`config.mk`:
```
export PLATFORM = sky130hd
export DESIGN_NAME = adder_share_arb
export DESIGN_NICKNAME = d
export VERILOG_FILES = /design/src/rtl/adder_share_arb.sv
export SDC_FILE = /design/constraint.sdc
export NUM_CORES = 1
export LEC_CHECK = 0
export CORE_UTILIZATION = 40
export DETAILED_ROUTE_END_ITERATION = 7
export PLACE_DENSITY = 0.87
export SYNTH_ARGS = -nofsm -noshare
export SYNTH_HDL_FRONTEND = slang
export SYNTH_SLANG_ARGS = --single-unit
```
`constraint.sdc`:
```
create_clock -name clk -period 5.9 [get_ports clk]
set_input_delay 0.59 -clock clk [delete_from_list [all_inputs] [get_ports clk]]
set_output_delay 0.59 -clock clk [all_outputs]
set_load 0.02 [all_outputs]
```
`src/rtl/adder_share_arb.sv`:
```
// adder_share_arb: one N-bit adder shared round-robin by NREQ requesters, result held in one registered slot.
// Define ADDER_SHARE_ARB_SAT_EN to saturate overflowing sums to all ones instead of wrapping.
module adder_share_arb #(
    parameter int N    = 16,
    parameter int NREQ = 4
) (
    input  logic                    clk,
    input  logic                    rst_n,
    input  logic [NREQ-1:0]         req_valid,
    output logic [NREQ-1:0]         req_ready,
    input  logic [NREQ*N-1:0]       req_x1,
    input  logic [NREQ*N-1:0]       req_x2,
    output logic                    rsp_valid,
    input  logic                    rsp_ready,
    output logic [N-1:0]            rsp_y,
    output logic [$clog2(NREQ)-1:0] rsp_id
);
    localparam int IDW = $clog2(NREQ);
    localparam logic [0:0] EMPTY = 1'b0;
    localparam logic [0:0] FULL  = 1'b1;

    logic [0:0]     state_q, state_d;
    logic [IDW-1:0] ptr_q, ptr_d, id_q, gnt_id;
    logic [N-1:0]   y_q, y_d, x1, x2;
    logic           free, found, xfer;
    int             idx;

    assign free = (state_q == EMPTY) | (rsp_ready & rsp_valid);

    // Scan rotated offsets high to low so the offset closest to ptr wins.
    always_comb begin
        found  = 1'b0;
        gnt_id = '0;
        idx    = 0;
        for (int k = NREQ - 1; k >= 0; k--) begin
            idx = int'(ptr_q) + k;
            if (idx >= NREQ) idx = idx - NREQ;
            if (req_valid[idx[IDW-1:0]]) begin
                found  = 1'b1;
                gnt_id = idx[IDW-1:0];
            end
        end
    end

    assign req_ready = (found & free & rst_n) ? (NREQ'(1) << gnt_id) : '0;
    assign xfer      = |req_ready;
    assign x1        = req_x1[gnt_id*N +: N];
    assign x2        = req_x2[gnt_id*N +: N];

`ifdef ADDER_SHARE_ARB_SAT_EN
    logic [N:0] sum;
    assign sum = {1'b0, x1} + {1'b0, x2};
    assign y_d = sum[N] ? '1 : sum[N-1:0];
`else
    assign y_d = x1 + x2;
`endif

    assign ptr_d   = (gnt_id == IDW'(NREQ - 1)) ? '0 : gnt_id + 1'b1;
    assign state_d = xfer ? FULL : (rsp_ready ? EMPTY : state_q);

    always_ff @(posedge clk or negedge rst_n) begin
        if (!rst_n) begin
            state_q <= EMPTY;
            ptr_q   <= '0;
            y_q     <= '0;
            id_q    <= '0;
        end else begin
            state_q <= state_d;
            if (xfer) begin
                ptr_q <= ptr_d;
                y_q   <= y_d;
                id_q  <= gnt_id;
            end
        end
    end

    assign rsp_valid = (state_q == FULL);
    assign rsp_y     = y_q;
    assign rsp_id    = id_q;
endmodule

```
==> results.txt, run 1 <==
Ys flop type = dfrtp_1
Vias/cell = 5.27
First-pass GRT wire length = 12700 um
Pre-antenna DRT Iters = 4
Total setup buffers inserted after CTS = 0
Largest delay share family, worst path = compound AO/OA/AOI/OAI gates
Skew final = 1.50 ps
Leakage = 1.85 nW
Clk buf depth = 2
GRT Util Overall = 24.0%
TNS Setup = 0 ps
Final Instance Area = 4190 um2
Mean instance size in the synthesized netlist = 6.77 um2
Largest net degree at the start of global routing = 66
Die Y = 82.0 um
Post-DRT Antenna Nets = 0
Gr ovfl total = 0
Vias = 3136
Period utilization = 74.3%
Drc violations = 0
Worst setup SP type = primary input
Post-synthesis sequential area ratio = 20.5%
Worst-path clk slew = 80 ps
Maximum vdd drop = 0.000314 V
CP required = 6040 ps
Core ar. = 6060 um2
Area Overhead vs Synth = 63.7%
Layout cells sized above 1 = 3.85%
Worst-path cell chain = clkdlybuf4s50_1, nand2b_1, a211oi_1, nor2_2, buf_4, inv_2, a31oi_1, ha_1, fa_1, a21o_1, a221o_1, a211oi_1, o31ai_1, xnor2_1, o21ai_1
Yosys cell types = 38
Final setup fails = 0
Worst slew pin tran = 948 ps
Die X = 82.0 um
Post-synth EDFFs = 0
WL final = 8350 um
Post-CTS resize count = 0
Rows = 28
Initial Util = 42.2%
Async SR Flop Fraction = 100%
Outcome = finished, final reports clean
GPL Wtd Cong = 0.891
Crit. End Element = flip-flop
Vias in the first global route = 2963
Slew Limit Fails = 0
#FFs+latches synth = 21
Layout Utilization = 69.1%
Relative slew margins = 36.6%
Yosys warning count = 0
Root buf cell = clkbuf_8
Worst Path Buf+Inv = 3
Clock net sink count = 21
Routed len/inst = 14.0 um
Non-Filler Instances = 595
Fmax = 228 MHz
H-tree depth = 1
CTS tree = yes
DP Area = 4140 um2
Fin crit period = 4380 ps
Placed insts = 591
Most frequent cell on the critical path = a211oi_1
Largest stage delay, worst path = 470 ps
Inserted Diodes = 0
Critical Path AT = 4520 ps
Critical path's slowest cell = clkdlybuf4s50_1
CTS buffer count = 3
Max Fanout on Critical Path = 35
Hold buffers post-CTS = 0
PwrDens = 495 nW/um2
Tot Pwr = 0.00207 W
Final Hold Vio Count = 0
Num ports = 158
Fillcell total = 504
Post-Synthesis Cells = 378
Number of port buffers = 157
Synth Net Count = 533
Worst-Skew Late Latency = 260 ps
Initial DRC Count = 78
RSZ-0062 raised after global routing = false
Critical path class = primary input to flip-flop
Nets = 676
Post-DP HPWL = 6860 um
Post-Syn Area = 2560 um2
Antenna violations before repair = 0
HP Class = flip-flop to flip-flop
Max Cap Violations = 0
Full die area = 6720 um2
kinds of logic after synthesis:
logic type | Yosys count | synth area share, %
adders and majority gates | 20 | 10.1
muxes | 4 | 1.76
AOI/OAI and AO/OA | 91 | 22.8
and+or+nand+nor | 198 | 33.7
DFF | 21 | 20.5
buffers and inverters | 27 | 5.28
xor gates and xnor gates | 17 | 5.82
per-stage QoR:
step           setup slack, ps  hold WS (ps)
2_1_floorplan             2410           294
3_3_place_gp              1430           465
3_5_place_dp              1220           472
4_1_cts                   1500           489
5_1_grt                   1180           515
6_report                  1520           480
layout by cell type (no fill, tap or decap), types with 2 or more instances in the layout:
| cell type | instances |
|---|---|
| nor2_1 | 6 |
| a21oi_1 | 14 |
| inv_1 | 3 |
| clkdlybuf4s50_1 | 157 |
| nand2_1 | 147 |
| xor2_1 | 8 |
| mux2_2 | 4 |
| ha_1 | 19 |
| o21ai_0 | 20 |
| and2_1 | 4 |
| dfrtp_1 | 21 |
| a21o_1 | 4 |
| a31oi_1 | 30 |
| o21ai_1 | 3 |
| clkbuf_8 | 3 |
| o31ai_1 | 2 |
| and4_1 | 2 |
| xnor2_1 | 9 |
| a211oi_1 | 4 |
| and3_1 | 31 |
| o21a_1 | 3 |
| buf_4 | 3 |
| o211ai_1 | 4 |
| nand2b_1 | 4 |
state kept, by name, indices dropped and copies added, names as in the netlist:
| signal | cells |
|---|---|
| rsp_y | 16 |
| ptr_q | 2 |
| rsp_id | 2 |
| rsp_valid | 1 |
final timing paths:
| kind | startpoint | slack, ps | cells past startpoint | endpoint |
|---|---|---|---|---|
| min in group asynchronous | rst_n | 860 | 1 | rsp_y[1]$_DFFE_PN0P_ |
| min reg2reg | rsp_y[11]$_DFFE_PN0P_ | 480 | 2 | rsp_y[11]$_DFFE_PN0P_ |
| max | req_valid[3] | 1520 | 15 | rsp_y[14]$_DFFE_PN0P_ |
| max reg2reg | ptr_q[0]$_DFFE_PN0P_ | 1920 | 14 | rsp_y[14]$_DFFE_PN0P_ |
| min | rsp_y[11]$_DFFE_PN0P_ | 480 | 2 | rsp_y[11]$_DFFE_PN0P_ |
| max in group asynchronous | rst_n | 4470 | 1 | ptr_q[0]$_DFFE_PN0P_ |
worst min-delay path, delay by kind of cell (launching register included):
family / cells / cell delay, ps
flip-flops: 1 / 350
AO/OA/AOI/OAI: 1 / 60
AND/OR/NAND/NOR: 1 / 40
layout make-up:
cell class / instances / area (um2) / share of cell area, %
multi-input combinational: 330 / 1910 / 45.5
timing repair buffer: 160 / 1590 / 38.1
sequential: 21 / 526 / 12.5
tap: 75 / 93.8 / 2.24
clock buffer: 3 / 41.3 / 0.986
inverter: 5 / 21.3 / 0.508
clock inverter: 1 / 5.00 / 0.120
power by group:
group          switching (W)  internal (W)  total (W)
sequential         0.0000480      0.000220   0.000268
clock              0.0000469     0.0000470  0.0000940
combinational       0.000954      0.000757    0.00171
total                0.00105       0.00102    0.00207
synthesized netlist by cell type (2+ instances only):
| library cell | number | area share (%) |
|---|---|---|
| buf_6 | 3 | 1.3 |
| buf_2 | 7 | 1.4 |
| and4_1 | 2 | 0.69 |
| o21ai_0 | 20 | 3.9 |
| and3_1 | 31 | 7.6 |
| mux2_2 | 4 | 1.8 |
| clkbuf_1 | 11 | 1.6 |
| a31oi_1 | 30 | 7.3 |
| nand2_1 | 147 | 22 |
| o211ai_1 | 4 | 1.2 |
| xnor2_1 | 9 | 3.1 |
| dfrtp_1 | 21 | 21 |
| inv_1 | 3 | 0.44 |
| ha_1 | 19 | 9.3 |
| o21ai_1 | 3 | 0.59 |
| nor2_1 | 7 | 1.0 |
| nand2b_1 | 4 | 0.98 |
| and2_1 | 4 | 0.98 |
| o21a_1 | 3 | 0.88 |
| a21o_1 | 4 | 1.2 |
| a211oi_1 | 4 | 1.2 |
| a21oi_1 | 14 | 2.7 |
| o31ai_1 | 2 | 0.59 |
| xor2_1 | 8 | 2.7 |
routing by layer:
layer / routed length (um) / vias up / track usage (%)
met5: 0 / - / 0
met4: 110 / 0 / 5.61
met3: 520 / 13 / 2.56
met2: 4270 / 129 / 45.2
met1: 3450 / 1400 / 28.7
li1: - / 1594 / -
Power figures use the tool's default switching activity.
==> run 2: changes to the inputs <==
CORE_UTILIZATION = 34   (was 40)
PLACE_DENSITY = 0.79   (was 0.87)
clock period = 3.55 ns   (was 5.9 ns; I/O delays follow)
==> run 2 against run 1 <==
Against the previous run: sequential cell count did not move; clock-buffer cell count did not move; highest routed layer unchanged; sequential power rose by 68%; sequential share of layout area fell by 1.3 points; non-clock buffer count rose by 41; critical path depth rose by 1; critical path type is now flip-flop to flip-flop; worst hold slack improved by 8.9 ps; combinational power rose by 100%; die area rose by 17%; cell count rose by 11%; clock skew barely moved.
==> results.txt, run 2 (synthesized netlist as in run 1, its figures left out) <==
Outcome = finished, final reports clean
CP required = 3690 ps (-2350 ps)
Drc violations = 0 (unchanged)
Vias in the first global route = 3212 (+8.4%)
Worst-Skew Late Latency = 250 ps (about the same)
Maximum vdd drop = 0.000347 V (+10%)
Antenna violations before repair = 0 (unchanged)
H-tree depth = 1 (unchanged)
GPL Wtd Cong = 0.882 (-1.0%)
Post-DP HPWL = 7700 um (+12%)
Skew final = 1.34 ps (-0.161 ps)
Max reg flops = 16 (unchanged)
Crit path setup slack, layout = 188 ps (-1330 ps)
Crit. End Element = flip-flop
CTS buffer count = 3 (unchanged)
HP Class = flip-flop to flip-flop
WL final = 9420 um (+13%)
Hold buffers post-CTS = 0 (unchanged)
Worst setup SP type = flip-flop
CTS tree = yes
Tot Pwr = 0.00408 W (+97%)
Full die area = 7870 um2 (+17%)
Critical path class = flip-flop to flip-flop
Largest stage delay, worst path = 460 ps (about the same)
Final Hold Vio Count = 0 (unchanged)
Final setup fails = 0 (unchanged)
Max Fanout on Critical Path = 18 (-49%)
Worst slew pin tran = 398 ps (-550 ps)
Most frequent cells in the layout = 155 x clkdlybuf4s50_1, 147 x nand2_1, 36 x buf_4
Initial Util = 35.3% (-6.9 points)
Routed len/inst = 14.3 um (+1.7%)
Critical Path AT = 3500 ps (-1020 ps)
Layout cells sized above 1 = 13.0% (+9.2 points)
Relative slew margins = 73.2% (+37 points)
Pre-antenna DRT Iters = 4 (unchanged)
Number of port buffers = 157 (unchanged)
Worst-case reg-to-reg path depth = 16 (+2)
Gr ovfl total = 0 (unchanged)
Fin crit period = 3360 ps
Rows = 31 (+11%)
Fmax = 297 MHz
Die Y = 88.7 um (+8.3%)
Post-DRT Antenna Nets = 0 (unchanged)
Initial DRC Count = 123 (+58%)
Slew Limit Fails = 0 (unchanged)
Inserted Diodes = 0 (unchanged)
GRT Util Overall = 22.3% (-1.8 points)
Core ar. = 7250 um2 (+20%)
Critical path's slowest cell = dfrtp_2
Placed insts = 651 (+10%)
Commonest non-fill, non-tap cell in the layout = clkdlybuf4s50_1
Period utilization = 94.7%
Vias = 3338 (+6.4%)
Hold path cells = 2 (unchanged)
Area Overhead vs Synth = 83.0%
Vias/cell = 5.06 (-4.0%)
Clk buf depth = 2 (unchanged)
Post-Place Setup Slack = -304 ps (-1530 ps)
Num ports = 158 (unchanged)
Die X = 88.7 um (+8.3%)
Non-Filler Instances = 660 (+11%)
PwrDens = 873 nW/um2 (+76%)
Leakage = 2.11 nW (+14%)
Nets = 717 (+6.1%)
Worst-path cell chain = nand2b_1, a21oi_2, a311oi_4, buf_6, clkbuf_16, nand2_1, and3_1, a31oi_1, ha_1, fa_1, a21o_1, a221o_1, a211oi_2, o31ai_1, xnor2_1, o21ai_1
Worst-path clk slew = 70 ps (about the same)
First-pass GRT wire length = 14000 um (+10%)
Clock net sink count = 21 (unchanged)
Largest net degree at the start of global routing = 39 (-41%)
TNS Setup = 0 ps (unchanged)
Root buf cell = clkbuf_8
Max Cap Violations = 0 (unchanged)
==> run 2: changes by cell type in the layout (fill, tap and decap cells not counted), moves of 3 or more <==
cell | previous run | this run
o21ai_1 | 3 | 6
a31oi_2 | 0 | 3
o21ai_0 | 20 | 17
buf_4 | 3 | 36
buf_6 | 0 | 4
a31oi_1 | 30 | 27
a211oi_1 | 4 | 1
==> run 2: power breakdown <==
group	internal, W	switching, W
clock network	0.0000780	0.0000742
logic	0.00171	0.00177
registers	0.000366	0.0000839
total	0.00216	0.00193
==> run 2: area by class of cell <==
class	count	area (um2)
clock buffers	3	41.3
clock inverters	1	5.00
fillers	645	2570
inverters	5	23.8
multi-input cells	330	1980
flip-flops and latches	21	527
well taps	99	124
repair buffers	201	1980
==> run 2: repair_timing <==
action / 4_1_cts / 5_1_grt
setup endpoints to repair: 1 / 9
buffers inserted: 1 / 2
resized for setup: 1 / 24
cloned: 0 / 2
pin swaps: 1 / 12
==> run 2: worst max-delay path: cells and delay by family (launching register included) <==
kind / cells / cell delay [ps]
buf+inv: 2 / 350
simple gates: 3 / 370
fa+ha+maj: 2 / 620
compound gates: 8 / 1250
xor+xnor: 1 / 170
flops: 1 / 460
==> run 2: routing by layer <==
layer | part of all wire (%) | track usage, % | vias up
met4 | 1.0 | 4.69 | 0
met3 | 5.7 | 1.59 | 11
met2 | 51 | 41.8 | 124
met5 | 0 | 0 | -
li1 | - | - | 1677
met1 | 43 | 27.7 | 1526
==> run 2: worst paths after layout <==
| path | end | slack (ps) | from |
|---|---|---|---|
| setup / recovery | rsp_y[14]$_DFFE_PN0P_ | 190 | ptr_q[1]$_DFFE_PN0P_ |
| hold / removal | rsp_y[11]$_DFFE_PN0P_ | 490 | rsp_y[11]$_DFFE_PN0P_ |
| setup reg to reg | rsp_y[14]$_DFFE_PN0P_ | 190 | ptr_q[1]$_DFFE_PN0P_ |
| hold reg to reg | rsp_y[11]$_DFFE_PN0P_ | 490 | rsp_y[11]$_DFFE_PN0P_ |
| max in group asynchronous | ptr_q[1]$_DFFE_PN0P_ | 2800 | rst_n |
| min in group asynchronous | rsp_y[7]$_DFFE_PN0P_ | 510 | rst_n |
==> run 2: metrics by stage <==
| stage | area, um2 | util, % | hold slack, ps |
|---|---|---|---|
| floorplan | 2560 | - | 59.4 |
| global placement | 4470 | 61.6 | 462 |
| detailed placement | 4470 | 61.6 | 470 |
| CTS | 4530 | 62.4 | 498 |
| global route | 4680 | 64.5 | 521 |
| finish | 4680 | 64.5 | 489 |
